[src/rtl/rf_wb_pkg.sv]
// Shared definitions for the register-file writeback arbiter: mode encodings,
// arbiter state and default widths.
package rf_wb_pkg;

  localparam int WB_DW = 16;
  localparam int WB_RW = 4;

  localparam logic [1:0] WB_FULL = 2'b00;
  localparam logic [1:0] WB_LLB  = 2'b01;
  localparam logic [1:0] WB_LHB  = 2'b10;

  typedef enum logic {
    A_PRI   = 1'b0,
    B_FORCE = 1'b1
  } arb_state_t;

endpackage

[src/rtl/rf_wb_fifo.sv]
// Small synchronous FIFO for the non-stallable B writeback stream.
// The head is read combinationally so a push becomes visible on the next cycle.
module rf_wb_fifo #(
  parameter int DEPTH = 2,
  parameter int WIDTH = 22
) (
  input  logic             clk,
  input  logic             rst_n,
  input  logic             push,
  input  logic [WIDTH-1:0] push_data,
  input  logic             pop,
  output logic [WIDTH-1:0] head,
  output logic             full,
  output logic             empty,
  output logic             overflow
);

  localparam int PW = (DEPTH > 1) ? $clog2(DEPTH) : 1;

  logic [WIDTH-1:0] mem [DEPTH];
  logic [PW-1:0]    wr_ptr_reg;
  logic [PW-1:0]    rd_ptr_reg;
  logic [PW:0]      count_reg;
  logic             do_push;
  logic             do_pop;

  assign full     = (count_reg == (PW+1)'(DEPTH));
  assign empty    = (count_reg == '0);
  assign do_pop   = pop && !empty;
  // A full queue still takes a push when the head leaves in the same cycle.
  assign do_push  = push && (!full || do_pop);
  assign overflow = push && full && !do_pop;
  assign head     = mem[rd_ptr_reg];

  always_ff @(posedge clk) begin
    if (do_push) begin
      mem[wr_ptr_reg] <= push_data;
    end
  end

  always_ff @(posedge clk) begin
    if (!rst_n) begin
      wr_ptr_reg <= '0;
      rd_ptr_reg <= '0;
      count_reg  <= '0;
    end else begin
      if (do_push) wr_ptr_reg <= wr_ptr_reg + 1'b1;
      if (do_pop)  rd_ptr_reg <= rd_ptr_reg + 1'b1;
      case ({do_push, do_pop})
        2'b10:   count_reg <= count_reg + 1'b1;
        2'b01:   count_reg <= count_reg - 1'b1;
        default: count_reg <= count_reg;
      endcase
    end
  end

endmodule

[src/rtl/rf_wb_arbiter.sv]
// Arbitrates the register-file write port between pipeline writeback (A) and
// queued fill returns (B), with an outstanding-write scoreboard. Optional RF_WB_STATS_EN.
module rf_wb_arbiter
  import rf_wb_pkg::*;
#(
  parameter int FIFO_DEPTH = 2,
  parameter int MAX_WAIT   = 3,
  parameter int DW         = WB_DW,
  parameter int RW         = WB_RW
) (
  input  logic          clk,
  input  logic          rst_n,
  input  logic          a_valid,
  output logic          a_ready,
  input  logic [RW-1:0] a_reg,
  input  logic [DW-1:0] a_data,
  input  logic [1:0]    a_mode,
  input  logic          b_valid,
  input  logic [RW-1:0] b_reg,
  input  logic [DW-1:0] b_data,
  input  logic [1:0]    b_mode,
  output logic          b_full,
  input  logic          sb_set_valid,
  input  logic [RW-1:0] sb_set_reg,
  input  logic [RW-1:0] src1_reg,
  input  logic [RW-1:0] src2_reg,
  output logic          hazard1,
  output logic          hazard2,
  output logic          rf_write_reg,
  output logic [RW-1:0] rf_dst_reg,
  output logic [DW-1:0] rf_writedata,
  output logic          rf_llb,
  output logic          rf_lhb,
  output logic          err
`ifdef RF_WB_STATS_EN
  , output logic [15:0] stat_conflicts
`endif
);

  localparam int EW   = RW + 2 + DW;
  localparam int WW   = $clog2(MAX_WAIT + 1);
  localparam int NREG = 1 << RW;

  arb_state_t       state_reg;
  logic [WW-1:0]    wait_cnt_reg;
  logic [EW-1:0]    head;
  logic             fifo_full;
  logic             fifo_empty;
  logic             fifo_overflow;
  logic             grant_a;
  logic             grant_b;
  logic             grant;
  logic             to_force;
  logic [RW-1:0]    sel_reg;
  logic [1:0]       sel_mode;
  logic [DW-1:0]    sel_data;
  logic             sel_write;
  logic [NREG-1:0]  busy;
  logic [NREG-1:0]  sb_ovf;

  rf_wb_fifo #(
    .DEPTH (FIFO_DEPTH),
    .WIDTH (EW)
  ) u_fifo (
    .clk       (clk),
    .rst_n     (rst_n),
    .push      (b_valid),
    .push_data ({b_reg, b_mode, b_data}),
    .pop       (grant_b),
    .head      (head),
    .full      (fifo_full),
    .empty     (fifo_empty),
    .overflow  (fifo_overflow)
  );

  assign b_full = fifo_full;

  always_comb begin
    grant_a = 1'b0;
    grant_b = 1'b0;
    case (state_reg)
      A_PRI: begin
        if (a_valid)          grant_a = 1'b1;
        else if (!fifo_empty) grant_b = 1'b1;
      end
      B_FORCE: grant_b = !fifo_empty;
      default: ;
    endcase
  end

  assign a_ready = grant_a;
  assign grant   = grant_a || grant_b;

  always_comb begin
    sel_reg  = a_reg;
    sel_mode = a_mode;
    sel_data = a_data;
    if (grant_b) begin
      {sel_reg, sel_mode, sel_data} = head;
    end
  end

  // R0 requests are consumed but never reach the register file.
  assign sel_write = grant && (sel_reg != '0);

  assign to_force = (state_reg == A_PRI) && !fifo_empty && !grant_b &&
                    ((wait_cnt_reg == WW'(MAX_WAIT - 1)) || fifo_full);

  always_ff @(posedge clk) begin
    if (!rst_n) begin
      state_reg    <= A_PRI;
      wait_cnt_reg <= '0;
    end else begin
      case (state_reg)
        A_PRI:   if (to_force) state_reg <= B_FORCE;
        B_FORCE: if (grant_b)  state_reg <= A_PRI;
        default: state_reg <= A_PRI;
      endcase
      if (fifo_empty || grant_b) wait_cnt_reg <= '0;
      else                       wait_cnt_reg <= wait_cnt_reg + 1'b1;
    end
  end

  always_ff @(posedge clk) begin
    if (!rst_n) begin
      rf_write_reg <= 1'b0;
      rf_dst_reg   <= '0;
      rf_writedata <= '0;
      rf_llb       <= 1'b0;
      rf_lhb       <= 1'b0;
    end else begin
      rf_write_reg <= sel_write;
      rf_llb       <= sel_write && (sel_mode == WB_LLB);
      rf_lhb       <= sel_write && (sel_mode == WB_LHB);
      if (grant) begin
        rf_dst_reg   <= sel_reg;
        rf_writedata <= sel_data;
      end
    end
  end

  // One saturating outstanding-write counter per register; R0 is never tracked.
  generate
    for (genvar gi = 0; gi < NREG; gi++) begin : g_sb
      if (gi == 0) begin : g_r0
        assign busy[gi]   = 1'b0;
        assign sb_ovf[gi] = 1'b0;
      end else begin : g_cnt
        logic [1:0] cnt_reg;
        logic       inc;
        logic       dec;
        assign inc        = sb_set_valid && (sb_set_reg == RW'(gi));
        assign dec        = rf_write_reg && (rf_dst_reg == RW'(gi));
        assign busy[gi]   = (cnt_reg != 2'd0);
        assign sb_ovf[gi] = inc && !dec && (cnt_reg == 2'd3);
        always_ff @(posedge clk) begin
          if (!rst_n) begin
            cnt_reg <= 2'd0;
          end else if (inc && !dec) begin
            if (cnt_reg != 2'd3) cnt_reg <= cnt_reg + 2'd1;
          end else if (dec && !inc) begin
            if (cnt_reg != 2'd0) cnt_reg <= cnt_reg - 2'd1;
          end
        end
      end
    end
  endgenerate

  assign hazard1 = (src1_reg != '0) && busy[src1_reg];
  assign hazard2 = (src2_reg != '0) && busy[src2_reg];

  always_ff @(posedge clk) begin
    if (!rst_n) err <= 1'b0;
    else if (fifo_overflow || (|sb_ovf)) err <= 1'b1;
  end

`ifdef RF_WB_STATS_EN
  always_ff @(posedge clk) begin
    if (!rst_n) begin
      stat_conflicts <= '0;
    end else if (a_valid && !fifo_empty && (stat_conflicts != 16'hFFFF)) begin
      stat_conflicts <= stat_conflicts + 16'd1;
    end
  end
`endif

endmodule

[config.mk]
export PLATFORM = sky130hd
export DESIGN_NAME = rf_wb_arbiter
export DESIGN_NICKNAME = d
export VERILOG_FILES = /design/src/rtl/rf_wb_pkg.sv /design/src/rtl/rf_wb_fifo.sv /design/src/rtl/rf_wb_arbiter.sv
export SDC_FILE = /design/constraint.sdc
export NUM_CORES = 1
export LEC_CHECK = 0
export CAP_MARGIN = 20
export CORE_ASPECT_RATIO = 1.5
export CORE_MARGIN = 2
export CORE_UTILIZATION = 50
export DETAILED_ROUTE_END_ITERATION = 16
export GPL_ROUTABILITY_DRIVEN = 0
export GPL_TIMING_DRIVEN = 0
export PLACE_DENSITY = 0.76
export SETUP_SLACK_MARGIN = 0.4
export SLEW_MARGIN = 20
export SYNTH_ARGS = -nofsm -noshare
export SYNTH_HDL_FRONTEND = slang
export SYNTH_HIERARCHICAL = 1
export SYNTH_SLANG_ARGS = --single-unit
[constraint.sdc]
create_clock -name clk -period 5.8 [get_ports clk]
set_clock_uncertainty 0.05 [all_clocks]
set_input_delay 0.87 -clock clk [delete_from_list [all_inputs] [get_ports clk]]
set_output_delay 0.87 -clock clk [all_outputs]
set_load 0.05 [all_outputs]
* After elaboration in Yosys (flattened, before gate mapping)
Memory sizes are Yosys's and may differ from the RTL's. A register that Yosys moved wholly into a read port is not among the register bits. Index checks and enable logic that the tools add are counted.
Word-level totals: RAM bits 44, register bits 61, input bits 61, memories 1, bits in latches 0, output and inout bits 28, memory bits (read-only) 0, word-level logic and storage cells 420
Cells by class: bitwise logic cells 2, reductions and logical operators 193, multiplexer cells 80, $add $sub $neg 35, divide/modulo/power cells 0, shifts and indexed selects 0, $mul 0, order comparisons 2, eq/ne operators 81
Memories:
- u_fifo.mem | words 2, width 22, rd ports 1, clocked after memory_dff 1, write ports 1, RTL line rf_wb_fifo.sv:20 | logic [WIDTH-1:0] mem [DEPTH];
Operators with widths (number):
- two-way mux 2 bit | 61
- nonzero test 2 bit | 46
- logical AND 1 bit | 87
- == test 4 bit (second input constant) | 16
- AND reduction 3 bit | 15
- == test 2 bit (second input constant) | 19
- adder 2 x 1 -> 2 bit (second input constant) | 17
- zero test 1 bit | 34
- == test 4 x 3 -> 1 bit (second input constant) | 8
- subtractor 2 x 1 -> 2 bit (second input constant) | 16
- inequality test 2 x 1 -> 1 bit (second input constant) | 15
- inequality test 2 bit (second input constant) | 15
- == test 4 x 2 -> 1 bit (second input constant) | 4
- two-way mux 16 bit | 1
- OR reduction 15 bit | 1
- two-way mux 1 bit | 12
- nonzero test 4 bit | 3
- less-than comparator 4 x 5 -> 1 bit (second input constant) | 2
- binary-select mux 1 bit (select 4 bit) | 2
- == test 4 x 1 -> 1 bit (second input constant) | 2
- logical OR 1 bit | 5
- == test 2 x 1 -> 1 bit (second input constant) | 2
- two-way mux 4 bit | 1
- one-hot mux 1 bit (2 select lines) | 2
- 5 further kinds | 7

* Logic depth before layout (Yosys ltp)
depth after elaboration 9, gate-level depth with buffers 9, gate-level depth less buffers 8

* Cells and area by module
The synthesis kept the hierarchy.
By module, submodules not included:
- rf_wb_arbiter | seq. area each 1141.1 um^2, instances 1, cells an instance 427, area each 3375.7 um^2
- rf_wb_fifo | seq. area each 1421.4 um^2, instances 1, cells an instance 95, area each 1821.7 um^2

* Least setup slack after synthesis
OpenSTA, ideal clock, no wires.
kind input to register, from in a_valid, to mem u_fifo.mem[1][0], enable pin, path buffers 1, path slack 2480 ps, data required time 5349 ps, data arrival time 2869 ps, library setup time 401 ps, stages on the path 6, path through nand2b_1 > clkbuf_1 > inv_1 > nor2_1 > o21ai_2 > nor2_1
On the way: longest elaborated chain between the ends 7
RTL lines:
- start: declaration | RTL line rf_wb_arbiter.sv:13 | input logic a_valid,
- two-way mux 1 bit | RTL line rf_wb_arbiter.sv:83 | if (a_valid) grant_a = 1'b1;
- one-hot mux 1 bit (2 select lines) | RTL line rf_wb_arbiter.sv:81 | case (state_reg)
- via grant_b | RTL line rf_wb_arbiter.sv:51 | logic grant_b;
- logical AND 1 bit | RTL line rf_wb_fifo.sv:29 | assign do_pop = pop && !empty;
- logical OR 1 bit | RTL line rf_wb_fifo.sv:31 | assign do_push = push && (!full || do_pop);
- logical AND 1 bit | RTL line rf_wb_fifo.sv:31
- two-way mux 1 bit | RTL line rf_wb_fifo.sv:36 | if (do_push) begin
- two-way mux 1 bit (implied by the code) | RTL line rf_wb_fifo.sv:37 | mem[wr_ptr_reg] <= push_data;
- end: declaration | RTL line rf_wb_fifo.sv:20
The timed path passes the listed nets, and every way through them passes these cells.

* Worst setup path after layout
from in src2_reg[0], to out hazard2
On the way: longest elaborated chain between the ends 3, elaborated cells between the ends (all ways) 4, those cells by class mux: 2; reduce/logical: 2
RTL lines:
- start: declaration | RTL line rf_wb_arbiter.sv:26 | input logic [RW-1:0] src2_reg,
- binary-select mux 1 bit (select 4 bit) | RTL line rf_wb_arbiter.sv:170 | assign hazard2 = (src2_reg != '0) && busy[src2_reg];
- two-way mux 1 bit (implied by the code) | RTL line rf_wb_arbiter.sv:170
- logical AND 1 bit * | RTL line rf_wb_arbiter.sv:170
- end: declaration | RTL line rf_wb_arbiter.sv:28 | output logic hazard2,
Every way passes the cells marked *; elsewhere a longest branch is shown, timed or not. The select of a mux whose other input is x is not followed.

==> impl_metrics.toml <==
[floorplan]
dieHeight_um = 129
start_util_pct = 51.3
num_rows = 45
die_w_um = 87.2
core-area_mm2 = 0.0101
die-area_mm2 = 0.0112
ios = 89

[setup_path]
start_kind = "primary input"
slowest_delay_ns = 0.71
r2r_end = "u_fifo/mem[0][9]"
setup.worst_path.start = "src2_reg[0]"
reg2reg_from = "state_reg"
crit_fanout = 10
endpoint = "hazard2"
critical_path.cell_chain = "clkdlybuf4s50_1 -> clkbuf_1 -> nand2_1 -> o311ai_0 -> o21ai_0 -> mux4_2 -> clkdlybuf4s50_1"
cp_common_cell = "clkdlybuf4s50_1"
end_kind = "primary output"
crit_slowest_cell = "clkdlybuf4s50_1"
cp_data_required_time_ns = 4.88
critical_path_class = "in -> out"
cp.arrival_ns = 3.22
r2r_slack_ns = 3.28
ff2ff_path_depth = 7

[global_routing]
grt_pass1_vias = 4435
grt_pass1_wl_mm = 21.1
grt_use_total_pct = 24.3
antenna_found_initial = 0
grt-ovfl-total = 0
grt_max_degree = 20

[flow_run]
max_cap_violations = 0

[logic_synthesis]
synth_area_per_cell_um2 = 9.96
ys_seq_area_share_pct = 49.3
synth_commonest_cells = "dfxtp_1, nor2_1, edfxtp_1"
synth_compound_area_share_pct = 20.8
synthesis.area_mm2 = 0.00520
ys_types = 60
yosysWarnings = 6
yosysMostFrequentCell = "dfxtp_1"
synth_xor_area_share_pct = 0.506
synth_simple_gate_area_share_pct = 14.9
synth_seq_cells = 106
ys.flop_type = "dfxtp_1"
synthMuxAreaShare_pct = 10.5
yosys.area.top_type = "edfxtp_1"
yosysTopAreaCellShare_pct = 25.4
synth_cells = 522
syn-num-nets = 585
synth_top_family_by_area = "compound AO/OA/AOI/OAI gates"
synthTopCellsByArea = "edfxtp_1, dfxtp_1, mux2_2"
synth_adder_area_share_pct = 0.481
async_flop_share_pct = 0
synth_enable_flop_cells = 44

[cts]
cts_setup_buffers = 0
cts_htree_levels = 3
clk_latency_ns = 0.34
cts-root-buf = "clkbuf_16"
cts_hold_buf = 0
cts_resized = 0
tritoncts = "done"
clkSlewWorstSetupHoldPaths_ns = 0.07
cts_made_buffers = 9
clockBufferDepth = 2
clock_sinks = 106

[cells_and_area]
fin_util_pct = 64.3
nets = 684
fill_cells = 834
seqCellArea_mm2 = 0.00256
multi_input_area_mm2 = 0.00246
design_area_mm2 = 0.00652
largest_reg_flops = 44
diodes = 0
area.growth.synth_to_final_pct = 25.4
drive_gt1_share_pct = 10.4

[routing]
routedWlPerCell_um = 18.1
drt-initial-drc-count = 261
drc = 0
drt-vias-per-instance = 6.03
dr.pass1.iters = 7
wl_mm = 13.5
detail-route-antenna-nets = 0
vias = 4477

[sta]
rsz0062_at_grt = "no"
slew_headroom_pct = 39.5
report.final.slew_viol_count = 0
worst_slack_ns = 1.66
min_period_ns = 4.14
setup_viol = 0
period_share_pct = 71.5
hold_viol_final = 0
tns_ns = 0
max_freq_mhz = 241
worstMarginPinSlew_ns = 0.884

[hold_path]
holdCritStartpoint = "wait_cnt_reg[0]"
hp-class = "reg -> reg"

[placement]
io_buffers = 86
dp_slack_ns = 1.66
dp_hpwl_mm = 10.1
placedInstanceArea_mm2 = 0.00623

[outcome]
status = "finished clean"

[power]
max-vdd-ir-drop_uv = 216
p_per_area_mw_per_mm2 = 316
p_leak_nw = 2.28
power_w = 0.00206
-- cell usage in the layout, fill, tap and decap left out, types with 5 or more instances in the layout --
cell type	Yosys	final
dfxtp_1	62	62
nor2_1	49	47
o21a_1	7	7
a21oi_1	31	31
nor2b_1	5	5
o21ai_0	34	34
mux2_2	23	23
clkbuf_1	15	15
edfxtp_1	44	44
nand3_1	16	16
clkbuf_16	0	9
buf_2	6	6
inv_1	17	17
nand2b_1	7	7
nor3_1	11	11
clkdlybuf4s50_1	0	86
a211oi_1	34	34
nand2_1	40	40
o211ai_1	16	16
mux2i_1	22	22
-- stage by stage --
stage	instances	hold slack, ns
after floorplan	522	0.349
after global placement	725	0.357
after detailed placement	727	0.372
after CTS	742	0.382
after global routing	742	0.391
final	742	0.382
-- cells by family after synthesis --
logic type,count (synthesis)
AOI/OAI and AO/OA,160
muxes,48
and+or+nand+nor,160
xor gates and xnor gates,3
buffers and inverters,43
adders and majority gates,2
DFF,106
-- power by group --
part           switching (W)  leakage (nW)  total [W]  internal, W
Clock               0.000286         0.141   0.000586     0.000300
Sequential         0.0000417         0.919   0.000896     0.000854
Combinational       0.000340          1.22   0.000581     0.000241
-- critical path, delay by kind of cell --
family	cells	cell delay [ns]
AO/OA/AOI/OAI	2	0.25
buffers and inverters	3	1.53
multiplexers	1	0.46
AND/OR/NAND/NOR	1	0.11
-- how the worst min path moves through the flow --
stage	end	cells after the start
after floorplan	wait_cnt_reg[0]	1
after global placement	wait_cnt_reg[0]	1
after detailed placement	wait_cnt_reg[0]	1
after CTS	wait_cnt_reg[0]	1
after global routing	wait_cnt_reg[0]	1
final	wait_cnt_reg[0]	1
-- layer usage --
layer,part of all wire (%),track usage (%),vias to the layer above,wire [um]
met2,52,42.9,166,7000
li1,-,-,2163,-
met3,4.8,4.94,41,652
met4,5.0,14.4,0,674
met5,0,0,-,0
met1,38,26.3,2107,5120
-- layout make-up --
class / count / area share, %
multi-input combinational: 373 / 37.8
clock buffer: 9 / 3.45
clock inverter: 6 / 0.960
timing repair buffer: 88 / 13.5
buffer: 25 / 1.69
inverter: 18 / 1.04
sequential: 106 / 39.3
tap: 117 / 2.25
Power figures use the tool's default switching activity.
